[src/rtl/ram_port_arbiter_pkg.sv]
// Shared definitions for the RAM port arbiter: requester ids, FSM state
// encoding, default lock bound and the read-return tag payload.
package ram_port_arbiter_pkg;

    // Requester ids
    localparam logic PORT_MATCTRL = 1'b0;
    localparam logic PORT_HOST    = 1'b1;

    // Default maximum consecutive locked grants under contention
    localparam int unsigned LOCK_MAX_DEFAULT = 16;

    typedef enum logic [1:0] {
        IDLE = 2'd0,
        OWN0 = 2'd1,
        OWN1 = 2'd2
    } arb_state_t;

    // Read-return tag: which requester a read in flight belongs to
    typedef struct packed {
        logic valid;
        logic id;
    } rd_tag_t;

endpackage

[src/rtl/ram_port_arbiter_if.sv]
// One requester's access channel to the shared RAM.
//   master: the requester (drives req/we/addr/wdata/lock, receives gnt/rvalid/rdata)
//   slave : the arbiter side
interface ram_port_arbiter_if #(
    parameter int unsigned ADDR_WIDTH = 12,
    parameter int unsigned DATA_WIDTH = 64
);
    logic                  req;
    logic                  we;
    logic [ADDR_WIDTH-1:0] addr;
    logic [DATA_WIDTH-1:0] wdata;
    logic                  lock;
    logic                  gnt;
    logic                  rvalid;
    logic [DATA_WIDTH-1:0] rdata;

    modport master (
        output req, we, addr, wdata, lock,
        input  gnt, rvalid, rdata
    );

    modport slave (
        input  req, we, addr, wdata, lock,
        output gnt, rvalid, rdata
    );
endinterface

[src/rtl/ram_port_arbiter_rd_tag_pipe.sv]
// RD_LATENCY-deep shift register of read tags, aligned with the RAM read
// latency so the tail names the owner of the ram_dout word on the bus now.
//   clk, rstn : clock, async active-low reset (clears all in-flight tags)
//   push      : tag entered on the cycle a read is issued
//   tail      : tag whose read data is on ram_dout this cycle
module rd_tag_pipe
    import ram_port_arbiter_pkg::*;
#(
    parameter int unsigned RD_LATENCY = 1
) (
    input  logic    clk,
    input  logic    rstn,
    input  rd_tag_t push,
    output rd_tag_t tail
);

    rd_tag_t stage_q [RD_LATENCY];

    always_ff @(posedge clk or negedge rstn) begin
        if (!rstn) begin
            for (int i = 0; i < int'(RD_LATENCY); i++) begin
                stage_q[i] <= '0;
            end
        end else begin
            stage_q[0] <= push;
            for (int i = 1; i < int'(RD_LATENCY); i++) begin
                stage_q[i] <= stage_q[i-1];
            end
        end
    end

    assign tail = stage_q[RD_LATENCY-1];

endmodule

[src/rtl/ram_port_arbiter.sv]
// Two-requester arbiter in front of a single-port synchronous RAM.
// Round-robin on contention, optional bounded ownership lock for bursts,
// read data steered back to the issuing requester after RD_LATENCY cycles.
//   clk, rstn         : clock, async active-low reset
//   p0, p1            : requester channels (p0 = matrix controller, p1 = host)
//   ram_wr_en/rd_en   : RAM enables, asserted in the same cycle as the grant
//   ram_addr/ram_din  : RAM address / write data (hold last value when idle)
//   ram_dout          : RAM read data, valid RD_LATENCY cycles after rd_en
module ram_port_arbiter
    import ram_port_arbiter_pkg::*;
#(
    parameter int unsigned ADDR_WIDTH = 12,
    parameter int unsigned DATA_WIDTH = 64,
    parameter int unsigned RD_LATENCY = 1,
    parameter int unsigned LOCK_MAX   = LOCK_MAX_DEFAULT
) (
    input  logic                  clk,
    input  logic                  rstn,
    ram_port_arbiter_if.slave     p0,
    ram_port_arbiter_if.slave     p1,
    output logic                  ram_wr_en,
    output logic                  ram_rd_en,
    output logic [ADDR_WIDTH-1:0] ram_addr,
    output logic [DATA_WIDTH-1:0] ram_din,
    input  logic [DATA_WIDTH-1:0] ram_dout
);

    localparam int unsigned CNT_W = $clog2(LOCK_MAX + 1);

    arb_state_t            state_q, state_d;
    logic                  last_winner_q;
    logic [CNT_W-1:0]      lock_cnt_q, lock_cnt_d;
    logic [ADDR_WIDTH-1:0] addr_q;
    logic [DATA_WIDTH-1:0] din_q;
    logic [DATA_WIDTH-1:0] rdata0_q, rdata1_q;

    logic                  win_raw, win, win_id, keep_own;
    logic                  sel_we, sel_lock;
    logic [ADDR_WIDTH-1:0] sel_addr;
    logic [DATA_WIDTH-1:0] sel_wdata;
    logic                  lock_sat;
    rd_tag_t               tag_push, tag_tail;

    assign lock_sat = (lock_cnt_q == CNT_W'(LOCK_MAX));

    // Winner selection, next state and RAM command
    always_comb begin
        win_raw    = 1'b0;
        win_id     = PORT_MATCTRL;
        state_d    = IDLE;
        lock_cnt_d = '0;
        keep_own   = 1'b0;

        case (state_q)
            OWN0: begin
                // Owner wins unless its lock is exhausted and the other port waits
                if (p0.req && !(lock_sat && p1.req)) begin
                    win_raw = 1'b1;
                    win_id  = PORT_MATCTRL;
                end else if (p1.req) begin
                    win_raw = 1'b1;
                    win_id  = PORT_HOST;
                end
            end
            OWN1: begin
                if (p1.req && !(lock_sat && p0.req)) begin
                    win_raw = 1'b1;
                    win_id  = PORT_HOST;
                end else if (p0.req) begin
                    win_raw = 1'b1;
                    win_id  = PORT_MATCTRL;
                end
            end
            default: begin
                if (p0.req && p1.req) begin
                    win_raw = 1'b1;
                    win_id  = ~last_winner_q;
                end else if (p0.req) begin
                    win_raw = 1'b1;
                    win_id  = PORT_MATCTRL;
                end else if (p1.req) begin
                    win_raw = 1'b1;
                    win_id  = PORT_HOST;
                end
            end
        endcase

        // Grants are forced off while reset is held
        win = win_raw & rstn;

        sel_we    = win_id ? p1.we    : p0.we;
        sel_lock  = win_id ? p1.lock  : p0.lock;
        sel_addr  = win_id ? p1.addr  : p0.addr;
        sel_wdata = win_id ? p1.wdata : p0.wdata;

        if (win && sel_lock) begin
            keep_own = ((state_q == OWN0) && (win_id == PORT_MATCTRL)) ||
                       ((state_q == OWN1) && (win_id == PORT_HOST));
            state_d  = (win_id == PORT_HOST) ? OWN1 : OWN0;
            if (!keep_own) begin
                lock_cnt_d = CNT_W'(1);
            end else if (lock_sat) begin
                lock_cnt_d = lock_cnt_q;
            end else begin
                lock_cnt_d = lock_cnt_q + CNT_W'(1);
            end
        end
    end

    // Arbitration state, last winner and held RAM address/data
    always_ff @(posedge clk or negedge rstn) begin
        if (!rstn) begin
            state_q       <= IDLE;
            last_winner_q <= PORT_HOST;
            lock_cnt_q    <= '0;
            addr_q        <= '0;
            din_q         <= '0;
        end else begin
            state_q    <= state_d;
            lock_cnt_q <= lock_cnt_d;
            if (win) begin
                last_winner_q <= win_id;
                addr_q        <= sel_addr;
                din_q         <= sel_wdata;
            end
        end
    end

    assign p0.gnt    = win && (win_id == PORT_MATCTRL);
    assign p1.gnt    = win && (win_id == PORT_HOST);
    assign ram_wr_en = win && sel_we;
    assign ram_rd_en = win && !sel_we;
    assign ram_addr  = win ? sel_addr  : addr_q;
    assign ram_din   = win ? sel_wdata : din_q;

    assign tag_push.valid = ram_rd_en;
    assign tag_push.id    = win_id;

    rd_tag_pipe #(
        .RD_LATENCY (RD_LATENCY)
    ) u_rd_tag_pipe (
        .clk  (clk),
        .rstn (rstn),
        .push (tag_push),
        .tail (tag_tail)
    );

    // Return path: only the issuing port sees rvalid; the other keeps its rdata
    assign p0.rvalid = tag_tail.valid && (tag_tail.id == PORT_MATCTRL);
    assign p1.rvalid = tag_tail.valid && (tag_tail.id == PORT_HOST);
    assign p0.rdata  = p0.rvalid ? ram_dout : rdata0_q;
    assign p1.rdata  = p1.rvalid ? ram_dout : rdata1_q;

    always_ff @(posedge clk or negedge rstn) begin
        if (!rstn) begin
            rdata0_q <= '0;
            rdata1_q <= '0;
        end else begin
            if (p0.rvalid) rdata0_q <= ram_dout;
            if (p1.rvalid) rdata1_q <= ram_dout;
        end
    end

endmodule

[src/flat_wrapper.sv]
// flat-port wrapper written by rule: the top's interface ports become plain ports
module ram_port_arbiter_flat import ram_port_arbiter_pkg::*;
#(
    parameter int unsigned ADDR_WIDTH = 12,
    parameter int unsigned DATA_WIDTH = 64,
    parameter int unsigned RD_LATENCY = 1,
    parameter int unsigned LOCK_MAX   = LOCK_MAX_DEFAULT
)
  (clk, rstn, ram_wr_en, ram_rd_en, ram_addr, ram_din, ram_dout, p0_req, p0_we, p0_addr, p0_wdata, p0_lock, p0_gnt, p0_rvalid, p0_rdata, p1_req, p1_we, p1_addr, p1_wdata, p1_lock, p1_gnt, p1_rvalid, p1_rdata);
  ram_port_arbiter_if #(.ADDR_WIDTH(ADDR_WIDTH), .DATA_WIDTH(DATA_WIDTH)) p0_i ();
  ram_port_arbiter_if #(.ADDR_WIDTH(ADDR_WIDTH), .DATA_WIDTH(DATA_WIDTH)) p1_i ();
  input  logic clk;
  input  logic rstn;
  output logic ram_wr_en;
  output logic ram_rd_en;
  output logic [ADDR_WIDTH-1:0] ram_addr;
  output logic [DATA_WIDTH-1:0] ram_din;
  input  logic [DATA_WIDTH-1:0] ram_dout;
  input wire logic [$bits(p0_i.req)-1:0] p0_req;
  input wire logic [$bits(p0_i.we)-1:0] p0_we;
  input wire logic [$bits(p0_i.addr)-1:0] p0_addr;
  input wire logic [$bits(p0_i.wdata)-1:0] p0_wdata;
  input wire logic [$bits(p0_i.lock)-1:0] p0_lock;
  output wire logic [$bits(p0_i.gnt)-1:0] p0_gnt;
  output wire logic [$bits(p0_i.rvalid)-1:0] p0_rvalid;
  output wire logic [$bits(p0_i.rdata)-1:0] p0_rdata;
  input wire logic [$bits(p1_i.req)-1:0] p1_req;
  input wire logic [$bits(p1_i.we)-1:0] p1_we;
  input wire logic [$bits(p1_i.addr)-1:0] p1_addr;
  input wire logic [$bits(p1_i.wdata)-1:0] p1_wdata;
  input wire logic [$bits(p1_i.lock)-1:0] p1_lock;
  output wire logic [$bits(p1_i.gnt)-1:0] p1_gnt;
  output wire logic [$bits(p1_i.rvalid)-1:0] p1_rvalid;
  output wire logic [$bits(p1_i.rdata)-1:0] p1_rdata;
  assign p0_i.req = p0_req;
  assign p0_i.we = p0_we;
  assign p0_i.addr = p0_addr;
  assign p0_i.wdata = p0_wdata;
  assign p0_i.lock = p0_lock;
  assign p0_gnt = p0_i.gnt;
  assign p0_rvalid = p0_i.rvalid;
  assign p0_rdata = p0_i.rdata;
  assign p1_i.req = p1_req;
  assign p1_i.we = p1_we;
  assign p1_i.addr = p1_addr;
  assign p1_i.wdata = p1_wdata;
  assign p1_i.lock = p1_lock;
  assign p1_gnt = p1_i.gnt;
  assign p1_rvalid = p1_i.rvalid;
  assign p1_rdata = p1_i.rdata;
  ram_port_arbiter #(.ADDR_WIDTH(ADDR_WIDTH), .DATA_WIDTH(DATA_WIDTH), .RD_LATENCY(RD_LATENCY), .LOCK_MAX(LOCK_MAX)) u_core (.clk(clk), .rstn(rstn), .p0(p0_i), .p1(p1_i), .ram_wr_en(ram_wr_en), .ram_rd_en(ram_rd_en), .ram_addr(ram_addr), .ram_din(ram_din), .ram_dout(ram_dout));
endmodule
[config.mk]
export PLATFORM = sky130hd
export DESIGN_NAME = ram_port_arbiter_flat
export DESIGN_NICKNAME = d
export VERILOG_FILES = /design/src/rtl/ram_port_arbiter_pkg.sv /design/src/rtl/ram_port_arbiter_if.sv /design/src/rtl/ram_port_arbiter_rd_tag_pipe.sv /design/src/rtl/ram_port_arbiter.sv /design/src/flat_wrapper.sv
export SDC_FILE = /design/constraint.sdc
export NUM_CORES = 1
export LEC_CHECK = 0
export ABC_CLOCK_PERIOD_IN_PS = 2500
export CORE_AREA = 2 2 170 172
export DETAILED_ROUTE_END_ITERATION = 8
export DIE_AREA = 0 0 172 174
export GPL_TIMING_DRIVEN = 0
export PLACE_DENSITY = 0.77
export SLEW_MARGIN = 15
export SYNTH_ARGS = -nofsm -noshare
export SYNTH_HDL_FRONTEND = slang
export SYNTH_SLANG_ARGS = --single-unit
[constraint.sdc]
create_clock -name clk -period 2.5 [get_ports clk]
set_input_delay 0.375 -clock clk [delete_from_list [all_inputs] [get_ports clk]]
set_output_delay 0.375 -clock clk [all_outputs]
set_load 0.01 [all_outputs]
## Yosys cells after proc, flatten, opt, wreduce, memory -nomap -nowiden

Cells that the tools add are included.

- Bitwise logic cells: 4
- Add/sub/neg operators: 1
- Reductions and logical operators: 18
- Multiplexer cells: 25
- Equal/unequal tests: 4

Operators by type and width:

| kind | count |
|---|---|
| $mux W64 | 4 |
| $mux W12 | 2 |
| $mux W5 | 3 |
| $logic_and A1 B1 Y1 | 14 |
| $mux W1 | 12 |
| $add A5 B1 Y5 const B | 1 |
| $eq A5 B5 Y1 const B | 1 |
| $mux W2 | 2 |
| $pmux W1 S2 | 2 |
| $logic_not A1 Y1 | 3 |
| $ne A3 B3 Y1 const B | 1 |
| $not A1 Y1 | 3 |
| $eq A2 B1 Y1 const B | 1 |
| $eq A2 B2 Y1 const B | 1 |
| $and A1 B1 Y1 | 1 |
| $logic_or A1 B1 Y1 | 1 |

- Register bits: 214
- Input bits: 224
- Logic and storage cells: 61
- Output and inout port bits: 210

## Logic depth before layout (Yosys ltp)

Gate-level depths: netlist of run 1.

- Word-level depth: 11
- Gate-level depth with buffers: 10
- Gate-level depth less buffers: 7

## Modules after synthesis

Synthesis of run 1 repeated with hierarchy kept, for this count alone.

- Cell total of the unflattened synthesis: 764
- Area total of the unflattened synthesis: 9016.1 um^2

By module, submodules not included:

| module | instances | cells an instance | sequential area each (um^2) | area each (um^2) |
|---|---|---|---|---|
| ram_port_arbiter | 1 | 762 | 5306.3 | 8966.1 |
| rd_tag_pipe | 1 | 2 | 50.0 | 50.0 |

## Worst setup path before layout of run 1

Ideal clock, no wire load.

- Path type: flip-flop to output port
- Start: register u_core.lock_cnt_q[0]
- End: output ram_addr[10]
- Buffers on the path: 2
- Stages on the path, launching flop included: 9
- Required time: 2125 ps
- Slack: 123 ps
- Arrival: 2002 ps
- Cells stage by stage: dfrtp_1 -> inv_1 -> ha_1 -> nor4bb_1 -> buf_4 -> mux2i_4 -> clkbuf_1 -> a31oi_1 -> a21oi_1

- Longest elaborated chain between the ends: 8
- Elaborated cells on any way between the ends: 16
- Classes of those cells: eq/ne (1); mux (8); bitwise (1); reduce/logical (6)

RTL lines:

| item | line | text |
|---|---|---|
| start, declared | ram_port_arbiter.sv:32 | `logic [CNT_W-1:0] lock_cnt_q, lock_cnt_d;` |
| start signal, assigned | ram_port_arbiter.sv:120 | `lock_cnt_q <= lock_cnt_d;` |
| $eq A5 B5 Y1 * | ram_port_arbiter.sv:44 | `assign lock_sat = (lock_cnt_q == CNT_W'(LOCK_MAX));` |
| $logic_and A1 B1 Y1, on equally long branches | ram_port_arbiter.sv:66, ram_port_arbiter.sv:57 |  |
| $logic_not A1 Y1, on equally long branches | ram_port_arbiter.sv:66, ram_port_arbiter.sv:57 |  |
| $logic_and A1 B1 Y1, on equally long branches | ram_port_arbiter.sv:66, ram_port_arbiter.sv:57 |  |
| $mux W1, on equally long branches | ram_port_arbiter.sv:66, ram_port_arbiter.sv:57 |  |
| $pmux W1 S2 | ram_port_arbiter.sv:54 | `case (state_q)` |
| $mux W12 or $and A1 B1 Y1 (tied branches) | ram_port_arbiter.sv:93, ram_port_arbiter.sv:89 |  |
| $mux W12 * | -- |  |
| end, declared | flat_wrapper.sv:16 | `output logic [ADDR_WIDTH-1:0] ram_addr;` |

Every way passes the cells marked *; elsewhere a longest branch is shown, timed or not.

## Final worst setup path of run 1

- Start: register u_core.lock_cnt_q[0]
- End: output ram_din[27]

- Longest elaborated chain between the ends: 8
- Elaborated cells on any way between the ends: 16
- Classes of those cells: eq/ne (1); mux (8); bitwise (1); reduce/logical (6)

RTL lines:

| item | line | text |
|---|---|---|
| $eq A5 B5 Y1 * | ram_port_arbiter.sv:44 |  |
| $logic_and A1 B1 Y1, on equally long branches | ram_port_arbiter.sv:66, ram_port_arbiter.sv:57 |  |
| $logic_not A1 Y1, on equally long branches | ram_port_arbiter.sv:66, ram_port_arbiter.sv:57 |  |
| $logic_and A1 B1 Y1, on equally long branches | ram_port_arbiter.sv:66, ram_port_arbiter.sv:57 |  |
| $mux W1, on equally long branches | ram_port_arbiter.sv:66, ram_port_arbiter.sv:57 |  |
| $pmux W1 S2 | ram_port_arbiter.sv:54 |  |
| $mux W64 or $and A1 B1 Y1 (tied branches) | ram_port_arbiter.sv:94, ram_port_arbiter.sv:89 |  |
| $mux W64 * | -- |  |
| end, declared | flat_wrapper.sv:17 | `output logic [DATA_WIDTH-1:0] ram_din;` |

Marks and branches as above.

==> flow_metrics.tcl, run 1 <==
set metrics [dict create \
    status "complete, but fails checks" \
    violations "negative setup slack" \
    p_per_area_nw_per_um2 819 \
    cap_violations 0 \
    dpl_cell_area_sq_um 13900 \
    cts_root_buffer "clkbuf_16" \
    fp-row-count 62 \
    final_antenna_net_count 0 \
    port_buffers 433 \
    cts-htree-levels 1 \
    fin_skew_ns 0.00784 \
    crit_chain "inv_1, ha_1, nor4bb_1, buf_4, mux2_4, buf_12, clkbuf_16, o21ai_4, a21oi_2, buf_2" \
    timing.fmax_mhz 335 \
    grt_pass1_wl_um 51800 \
    hold_viol 0 \
    r2r_cells 17 \
    cts_tree "built" \
    grt_start_max_net_pins 100 \
    clockBufferDepth 3 \
    finalSetupViolCount 82 \
    drc 0 \
    cts.sinks 214 \
    p_total_w 0.0135 \
    wire_per_inst_um 21.3 \
    crit_fanout 5 \
    drive_gt1_share_pct 40.7 \
    whs_path_depth 3 \
    clk_pin_slew_ns 0.06 \
    layout_worst_path_cycle_share_pct 119 \
    coreArea_sq_um 28200 \
    dieHeight_um 174 \
    pre_cts_ws_ns -1.38 \
    synthArstFlopShare_pct 100 \
    ios 434 \
    r2r_slack_ns -0.45 \
    yosysWarnings 0 \
    startpoint_type "flip-flop" \
    first_pass_iters 5 \
    period_needed_ns 2.98 \
    ys_seq_area_share_pct 59.4 \
    reg2reg_to "u_core.din_q[7]" \
    overflow 0 \
    leakagePower_nw 7.42 \
    worst_slack_ns -0.484 \
    critPathBufInv 5 \
    fin_nets 1547 \
    synth_top_flop_cell "dfrtp_1" \
    hp-start "p0_addr[3]" \
    fin_area_sq_um 16400 \
    avgViaCountPerCell 5.03 \
    start_util_pct 31.9 \
    slew_violations 0 \
    die_x_um 172 \
    vias 8664 \
    crit_arrival_ns 2.61 \
    path_delay_family "buffers and inverters" \
    grt_pass1_vias 9039 \
    worst_slew_pin_slew_ns 0.615 \
    hold_end "u_core.addr_q[3]" \
    die_area_sq_um 29900 \
    synth_seq_cells 214 \
    timing.rr.start "u_core.lock_cnt_q[0]" \
    required_ns 2.12 \
    ir_drop_uv 448 \
    grt_antenna_before_repair 3 \
    syn_avg_cell_area_sq_um 11.8 \
    dp_hpwl_um 24500 \
    synthesis.nets 993 \
    wirelength_um 36700 \
    clk-insertion-delay-late_ns 0.51 \
    synth_top_area_share_pct 59.1 \
    ys_types 39 \
    syn_inst 765 \
    min_path_type "in -> reg" \
    cts_buffers 24 \
    gp_congestion 0.820 \
    slowest_stage "dfrtp_1" \
    path_class "reg -> out" \
    slew_headroom_pct 59.0 \
    syn_area_sq_um 9020 \
    cp-startpoint "u_core.lock_cnt_q[0]" \
    fin_hold_ws_ns 0.446 \
    synthTopCellsByArea "dfrtp_1 59%, mux2_2 16%, a31oi_1 5.3%" \
    crit_path_max_incr_delay_ns 0.38 \
    area_growth_pct 82.4 \
    first_iter_violations 336 \
    grt_usage_pct 22.5 \
    synth_top_area_cell "dfrtp_1" \
    worst_setup_path_end_kind "output port" \
    synth_edf_count 0 \
    rsz0062_at_grt "true" \
]
-- how the worst max path moves through the flow --
stage,endpoint,slack [ns],cells past startpoint
finish,ram_din[27],-0.48,10
global placement,ram_din[49],-10.68,6
CTS,ram_din[59],-0.46,10
global route,ram_din[8],-0.60,10
detailed placement,ram_din[49],-1.38,9
floorplan,ram_addr[10],0.12,8
-- final cells by class --
| cell class | instances | area, sq um |
|---|---|---|
| fill | 2254 | 11800 |
| sequential | 214 | 5360 |
| timing repair buffer | 532 | 4980 |
| multi-input combinational | 476 | 4000 |
| buffer | 61 | 729 |
| clock buffer | 32 | 682 |
| tap | 384 | 480 |
| clock inverter | 11 | 180 |
| inverter | 10 | 37.5 |
| antenna | 3 | 7.51 |
-- sequential cells by signal (all words and copies together) (netlist names) --
| signal | count |
|---|---|
| u_core.addr_q | 12 |
| u_core.din_q | 64 |
| u_core.last_winner_q | 1 |
| u_core.lock_cnt_q | 5 |
| u_core.rdata0_q | 64 |
| u_core.rdata1_q | 64 |
| u_core.state_q | 2 |
| u_core.u_rd_tag_pipe.tail | 2 |
-- Yosys cell counts (2+ instances only) --
cell and number:
nand2b_1 2, nand2_1 3, xor2_1 3, clkbuf_2 5
ha_1 4, nor2_1 78, o21ai_0 78, a211oi_1 4
buf_6 3, mux2_2 128, dfrtp_1 213, nand3_1 4
a31oi_1 76, a21oi_1 77, buf_4 3, clkbuf_1 43
buf_2 11, inv_1 9
-- power by group --
| part | internal, W | leakage (nW) | total (W) | switching (W) |
|---|---|---|---|---|
| Combinational | 0.00258 | 4.52 | 0.00497 | 0.00238 |
| Sequential | 0.00442 | 2.47 | 0.00468 | 0.000258 |
| Clock | 0.00242 | 0.429 | 0.00383 | 0.00141 |
-- logic make-up after synthesis --
family / Yosys count / synth area share (%)
xor gates and xnor gates: 4 / 0.389
buffers and inverters: 75 / 3.72
and+or+nand+nor: 93 / 4.27
muxes: 131 / 16.5
adders and majority gates: 4 / 0.555
DFF: 214 / 59.4
AOI/OAI and AO/OA: 244 / 15.2
-- per-layer routing --
metal	share of wire [%]	global-route usage, %
met1	36	24.4
met2	51	40.6
met3	9.0	6.60
met4	3.7	9.35
met5	0	0
-- worst register-to-register path, stage by stage, from the launching register on --
cell      delay, ns
dfrtp_1        0.38
inv_1          0.06
ha_1           0.13
nor4bb_1       0.20
buf_4          0.19
mux2_4         0.38
buf_6          0.18
o21ai_4        0.15
a21oi_2        0.08
buf_4          0.13
buf_4          0.12
buf_4          0.12
buf_4          0.12
buf_4          0.12
buf_4          0.12
buf_4          0.12
buf_4          0.12
buf_4          0.12
-- metrics by stage --
stage	TNS, ns	instances	utilization [%]
3_5_place_dp	-117.38	1584	49.2
5_1_grt	-43.87	1722	58.2
3_3_place_gp	-3403.53	1582	49.0
4_1_cts	-39.66	1684	55.8
6_report	-34.66	1723	58.2
2_1_floorplan	0	765	-
-- layout by cell type (no fill, tap or decap), types with 8 or more instances in the layout --
| cell | n |
|---|---|
| buf_8 | 12 |
| buf_2 | 75 |
| dlygate4sd2_1 | 33 |
| buf_12 | 10 |
| a31oi_2 | 9 |
| buf_6 | 13 |
| o21ai_4 | 18 |
| clkbuf_16 | 40 |
| clkbuf_2 | 37 |
| clkbuf_8 | 9 |
| a21oi_2 | 44 |
| dfrtp_1 | 212 |
| mux2_2 | 128 |
| clkdlybuf4s15_1 | 11 |
| o21ai_2 | 28 |
| inv_1 | 8 |
| a21oi_1 | 33 |
| clkbuf_1 | 14 |
| buf_4 | 80 |
| a31oi_1 | 63 |
| dlymetal6s2s_1 | 57 |
| nor2_1 | 78 |
| o21ai_1 | 27 |
| clkdlybuf4s50_1 | 223 |
-- what timing repair did --
| item | 4_1_cts | 5_1_grt |
|---|---|---|
| setup buffers | 49 | 33 |
| pin swaps | 89 | 24 |
| resized for setup | 649 | 234 |
| gates cloned | 4 | 5 |
| hold buffers | 6 | 0 |
| endpoints found under the setup margin | 245 | 210 |
| endpoints found under the hold margin | 29 | 0 |
(Power assumes the default switching activity.)
==> run 2: changes to the inputs <==
--- a/config.mk
+++ b/config.mk
@@ -5,12 +5,12 @@
 export SDC_FILE = /design/constraint.sdc
 export NUM_CORES = 1
 export LEC_CHECK = 0
-export ABC_CLOCK_PERIOD_IN_PS = 2500
-export CORE_AREA = 2 2 170 172
+export ABC_CLOCK_PERIOD_IN_PS = 3000
+export CORE_AREA = 5 5 164 166
 export DETAILED_ROUTE_END_ITERATION = 8
-export DIE_AREA = 0 0 172 174
+export DIE_AREA = 0 0 169 171
 export GPL_TIMING_DRIVEN = 0
-export PLACE_DENSITY = 0.77
+export PLACE_DENSITY = 0.83
 export SLEW_MARGIN = 15
 export SYNTH_ARGS = -nofsm -noshare
 export SYNTH_HDL_FRONTEND = slang
==> constraint.sdc (replaced) <==
create_clock -name clk -period 3 [get_ports clk]
set_input_delay 0.45 -clock clk [delete_from_list [all_inputs] [get_ports clk]]
set_output_delay 0.45 -clock clk [all_outputs]
set_load 0.01 [all_outputs]
==> flow_metrics.tcl, run 2 (synthesis results as in run 1) <==
set metrics [dict create \
    clk_pin_slew_ns 0.06 \
    cts_buffers 24 \
    final_antenna_net_count 0 \
    dp_hpwl_um 26300 \
    wirelength_um 36500 \
    clk-insertion-delay-late_ns 0.51 \
    cts_root_buffer "clkbuf_16" \
    finalSetupViolCount 19 \
    layout_worst_path_cycle_share_pct 103 \
    crit_fanout 10 \
    hold_viol 0 \
    worst_setup_path_end_kind "output port" \
    grt_pass1_wl_um 53100 \
    crit_arrival_ns 2.64 \
    die_area_sq_um 28900 \
    gp_congestion 0.965 \
    grt_start_max_net_pins 82 \
    cp-startpoint "u_core.state_q[0]" \
    fp-row-count 59 \
    status "complete, but fails checks" \
    timing.rr.start "u_core.lock_cnt_q[1]" \
    min_path_type "in -> async" \
    avgViaCountPerCell 5.23 \
    drive_gt1_share_pct 35.1 \
    start_util_pct 35.4 \
    vias 8565 \
    ios 434 \
    cap_violations 0 \
    violations "negative setup slack" \
    coreArea_sq_um 25500 \
    rsz0062_at_grt "true" \
    overflow 0 \
    diodes 0 \
    area_growth_pct 72.1 \
    worst_slack_ns -0.0896 \
    worst_slew_pin_slew_ns 0.594 \
    startpoint_type "flip-flop" \
    final_cell_mix "352 x clkdlybuf4s50_1, 213 x dfrtp_1, 128 x mux2_2, 78 x nor2_1, 75 x buf_2" \
    first_pass_iters 5 \
    slew_violations 0 \
    setup-tns-final_ns -0.500 \
    path_class "reg -> out" \
    drc 0 \
    fin_skew_ns 0.0120 \
    port_buffers 433 \
    fin_nets 1513 \
    cts.sinks 214 \
    slew_headroom_pct 60.4 \
    fin_hold_ws_ns 0.0539 \
    ir_drop_uv 437 \
    clockBufferDepth 3 \
    leakagePower_nw 6.45 \
    reg_top3 "u_core.din_q: 64 flops, u_core.rdata0_q: 64 flops, u_core.rdata1_q: 64 flops" \
    dieHeight_um 171 \
    die_x_um 169 \
    grt_pass1_vias 9029 \
    grt_usage_pct 23.3 \
    period_needed_ns 3.09 \
    wire_per_inst_um 22.3 \
    cts_tree "built" \
    required_ns 2.55 \
    timing.fmax_mhz 324 \
    first_iter_violations 433 \
    final_common_cell "clkdlybuf4s50_1" \
    p_per_area_nw_per_um2 715 \
    cts-htree-levels 1 \
    grt_antenna_before_repair 5 \
]
==> run 2: changes by cell type in the layout (fill, tap and decap cells not counted), sizes merged <==
cell / change
buf: -30
clkbuf: -24
diode: -3
bufinv: -5
clkdlybuf4s50: +129
dlygate4sd3: -1
dlymetal6s2s: -57
clkdlybuf4s15: -12
dlygate4sd2: -33
==> run 2: through the flow <==
| stage | worst slack (ns) | power (W) | cells | utilization (%) | instance area, sq um |
|---|---|---|---|---|---|
| after floorplan | 0.548 | 0.00554 | 765 | - | 9020 |
| after global placement | -9.84 | 0.00789 | 1533 | 54.1 | 13800 |
| after detailed placement | -0.912 | 0.00803 | 1535 | 54.3 | 13800 |
| after CTS | -0.0830 | 0.0110 | 1609 | 58.7 | 15000 |
| after global routing | -0.212 | 0.0116 | 1638 | 60.9 | 15500 |
| final | -0.0896 | 0.0111 | 1638 | 60.9 | 15500 |
==> run 2: worst paths after layout <==
| kind | endpoint | slack [ns] | cells past startpoint |
|---|---|---|---|
| min | u_core.last_winner_q | 0.05 | 2 |
| min reg2reg | u_core.rdata1_q[22] | 0.49 | 1 |
| max | ram_din[57] | -0.09 | 10 |
| max in group asynchronous | u_core.rdata0_q[6] | 2.01 | 3 |
| max reg2reg | u_core.lock_cnt_q[2] | 0.72 | 10 |
| min in group clk | u_core.rdata1_q[22] | 0.49 | 1 |
==> run 2: cell type report <==
type	count	area, sq um
Buffer	63	508
Clock buffer	38	744
Timing Repair Buffer	496	4630
Fill cell	1967	9950
Clock inverter	6	30.0
Sequential cell	214	5360
Multi-Input combinational cell	476	3800
Inverter	10	37.5
Tap cell	335	419
==> run 2: per-layer routing <==
| layer | GRT usage, % | wire [um] | vias to the layer above |
|---|---|---|---|
| met4 | 8.30 | 1310 | 10 |
| met2 | 42.4 | 19000 | 456 |
| met5 | 0 | 72 | - |
| met1 | 25.4 | 12500 | 4210 |
| li1 | - | - | 3794 |
| met3 | 7.69 | 3680 | 95 |
==> run 2: power breakdown <==
group / total [W] / switching, W / leakage (nW) / internal (W)
registers: 0.00391 / 0.000224 / 2.48 / 0.00368
logic: 0.00431 / 0.00195 / 3.59 / 0.00236
clock network: 0.00288 / 0.00118 / 0.389 / 0.00170
==> run 2: timing repair <==
item                       in CTS  in global routing
cloned                          1                  2
hold buffers                    5                  0
resized for setup             480                129
setup endpoints to repair     190                132
hold endpoints to repair       32                  0
setup buffers                  24                 29
pin swaps                      66                 49
==> run 2: critical path, cell delays in order, from the launching register on <==
cell	delay, ns
dfrtp_1	0.40
inv_2	0.08
ha_4	0.24
nand3_4	0.12
o311a_1	0.17
buf_4	0.17
buf_6	0.18
buf_4	0.23
a31oi_1	0.12
a21oi_1	0.24
buf_2	0.18
==> run 3: changes to the inputs <==
--- a/config.mk
+++ b/config.mk
@@ -6,10 +6,11 @@
 export NUM_CORES = 1
 export LEC_CHECK = 0
 export ABC_CLOCK_PERIOD_IN_PS = 3000
+export CAP_MARGIN = 20
 export CORE_AREA = 5 5 164 166
 export DETAILED_ROUTE_END_ITERATION = 8
 export DIE_AREA = 0 0 169 171
-export GPL_TIMING_DRIVEN = 0
+export GPL_TIMING_DRIVEN = 1
 export PLACE_DENSITY = 0.83
 export SLEW_MARGIN = 15
 export SYNTH_ARGS = -nofsm -noshare
==> flow_metrics.tcl, run 3 (synthesis results as in run 1) <==
set metrics [dict create \
    layout_worst_path_cycle_share_pct 109 \
    wirelength_um 37400 \
    period_needed_ns 3.28 \
    timing.fmax_mhz 305 \
    status "complete, but fails checks" \
    final_antenna_net_count 0 \
    finalSetupViolCount 64 \
    fin_skew_ns 0.0134 \
    final_common_cell "clkdlybuf4s50_1" \
    crit_arrival_ns 2.83 \
    grt_pass1_vias 8908 \
    vias 8875 \
    crit_fanout 14 \
    avgViaCountPerCell 5.41 \
    port_buffers 433 \
    min_path_type "in -> async" \
    clk_pin_slew_ns 0.06 \
    drc 0 \
    p_total_w 0.0112 \
    violations "negative setup slack" \
    cts.sinks 214 \
    slew_violations 0 \
    fin_nets 1515 \
    start_util_pct 35.4 \
    first_pass_iters 5 \
    first_iter_violations 601 \
    cts-htree-levels 1 \
    gp_congestion 0.912 \
    clk-insertion-delay-late_ns 0.51 \
    setup-tns-final_ns -5.12 \
    slew_headroom_pct 40.0 \
    dieHeight_um 171 \
    rsz0062_at_grt "true" \
    die_x_um 169 \
    cts_buffers 24 \
    area_growth_pct 79.5 \
    cts_tree "built" \
    final_cell_mix "352 x clkdlybuf4s50_1, 213 x dfrtp_1, 129 x mux2_2, 93 x buf_4, 78 x nor2_1" \
    required_ns 2.55 \
    fp-row-count 59 \
    reg_top3 "u_core.din_q: 64 flops, u_core.rdata0_q: 64 flops, u_core.rdata1_q: 64 flops" \
    grt_start_max_net_pins 146 \
    grt_usage_pct 22.3 \
    worst_slack_ns -0.282 \
    worst_slew_pin_slew_ns 0.900 \
    wire_per_inst_um 22.8 \
    clockBufferDepth 3 \
    path_class "reg -> out" \
    cts_root_buffer "clkbuf_16" \
    dp_hpwl_um 24700 \
    leakagePower_nw 6.65 \
    ios 434 \
    startpoint_type "flip-flop" \
    ir_drop_uv 469 \
    p_per_area_nw_per_um2 690 \
    overflow 0 \
    cap_violations 0 \
    hold_viol 0 \
    grt_antenna_before_repair 2 \
    drive_gt1_share_pct 39.0 \
    coreArea_sq_um 25500 \
    die_area_sq_um 28900 \
    grt_pass1_wl_um 51100 \
    worst_setup_path_end_kind "output port" \
]
==> run 3: cell types whose count changed in the layout (fill, tap and decap cells not counted), moves of 11 or more <==
cell      before  now
clkbuf_1      18    7
a21oi_1       34   23
clkbuf_4      12    0
o21ai_1       35   19
a21oi_2       43   54
buf_2         75   59
buf_4         68   93
o21ai_4        5   29
buf_12         7   23
==> run 3: worst max-delay path: stages (launching register included) <==
cell       delay, ns
dfrtp_1         0.37
inv_1           0.06
ha_1            0.13
nor4bb_1        0.19
buf_4           0.20
buf_12          0.12
mux2_2          0.40
clkbuf_16       0.20
o21ai_0         0.29
a21oi_1         0.18
buf_2           0.18
==> run 3: metrics by stage <==
stage          cell area, sq um  instances  worst slack [ns]  hold slack [ns]  util (%)
6_report                  16200       1639            -0.282            0.383      63.5
5_1_grt                   16200       1639            -0.353            0.359      63.5
4_1_cts                   15300       1604            -0.215            0.366      60.0
3_5_place_dp              14300       1540            -0.302            0.267      56.1
3_3_place_gp              14300       1540            -0.259            0.268      56.1
2_1_floorplan              9020        765             0.548            0.154         -
==> run 3: where the power goes <==
part	total [W]	internal [W]	switching, W
Clock	0.00278	0.00162	0.00116
Sequential	0.00391	0.00368	0.000224
Combinational	0.00448	0.00245	0.00203
==> run 3: cell type report <==
cell class              count  area (sq um)
clock inverters             6          36.3
diodes                      1          2.50
flip-flops and latches    214          5360
repair buffers            560          5470
fillers                  1781          9290
well taps                 335           419
multi-input cells         477          4150
inverters                  10          37.5
clock buffers              36           707
==> run 3: path summary, 6_finish.rpt <==
check	depth (start not counted)	to	slack [ns]	from
worst min register to register	1	u_core.rdata0_q[31]	0.49	u_core.rdata0_q[31]
worst max-delay path	10	ram_din[43]	-0.28	u_core.lock_cnt_q[0]
min in group clk	1	u_core.rdata0_q[31]	0.49	u_core.rdata0_q[31]
max in group asynchronous	4	u_core.rdata0_q[23]	0.75	rstn
worst min-delay path	2	u_core.din_q[7]	0.38	rstn
worst max register to register	10	u_core.lock_cnt_q[3]	0.58	u_core.lock_cnt_q[0]
==> run 3: routing by layer <==
layer / share of wire [%] / global-route usage [%] / up-vias / routed length (um)
met3: 10 / 6.89 / 125 / 3850
met1: 35 / 25.9 / 4341 / 13000
li1: - / - / 3813 / -
met5: 0.048 / 0 / - / 18
met2: 50 / 38.3 / 594 / 18900
met4: 4.7 / 9.35 / 2 / 1760
==> run 3: timing repair <==
action                     in CTS  in global routing
buffers inserted               17                 27
setup endpoints to repair      86                 81
pin swaps                      41                 71
gates cloned                    4                  8
hold buffers                    1                  0
resized for setup             361                226
hold endpoints to repair        3                  0
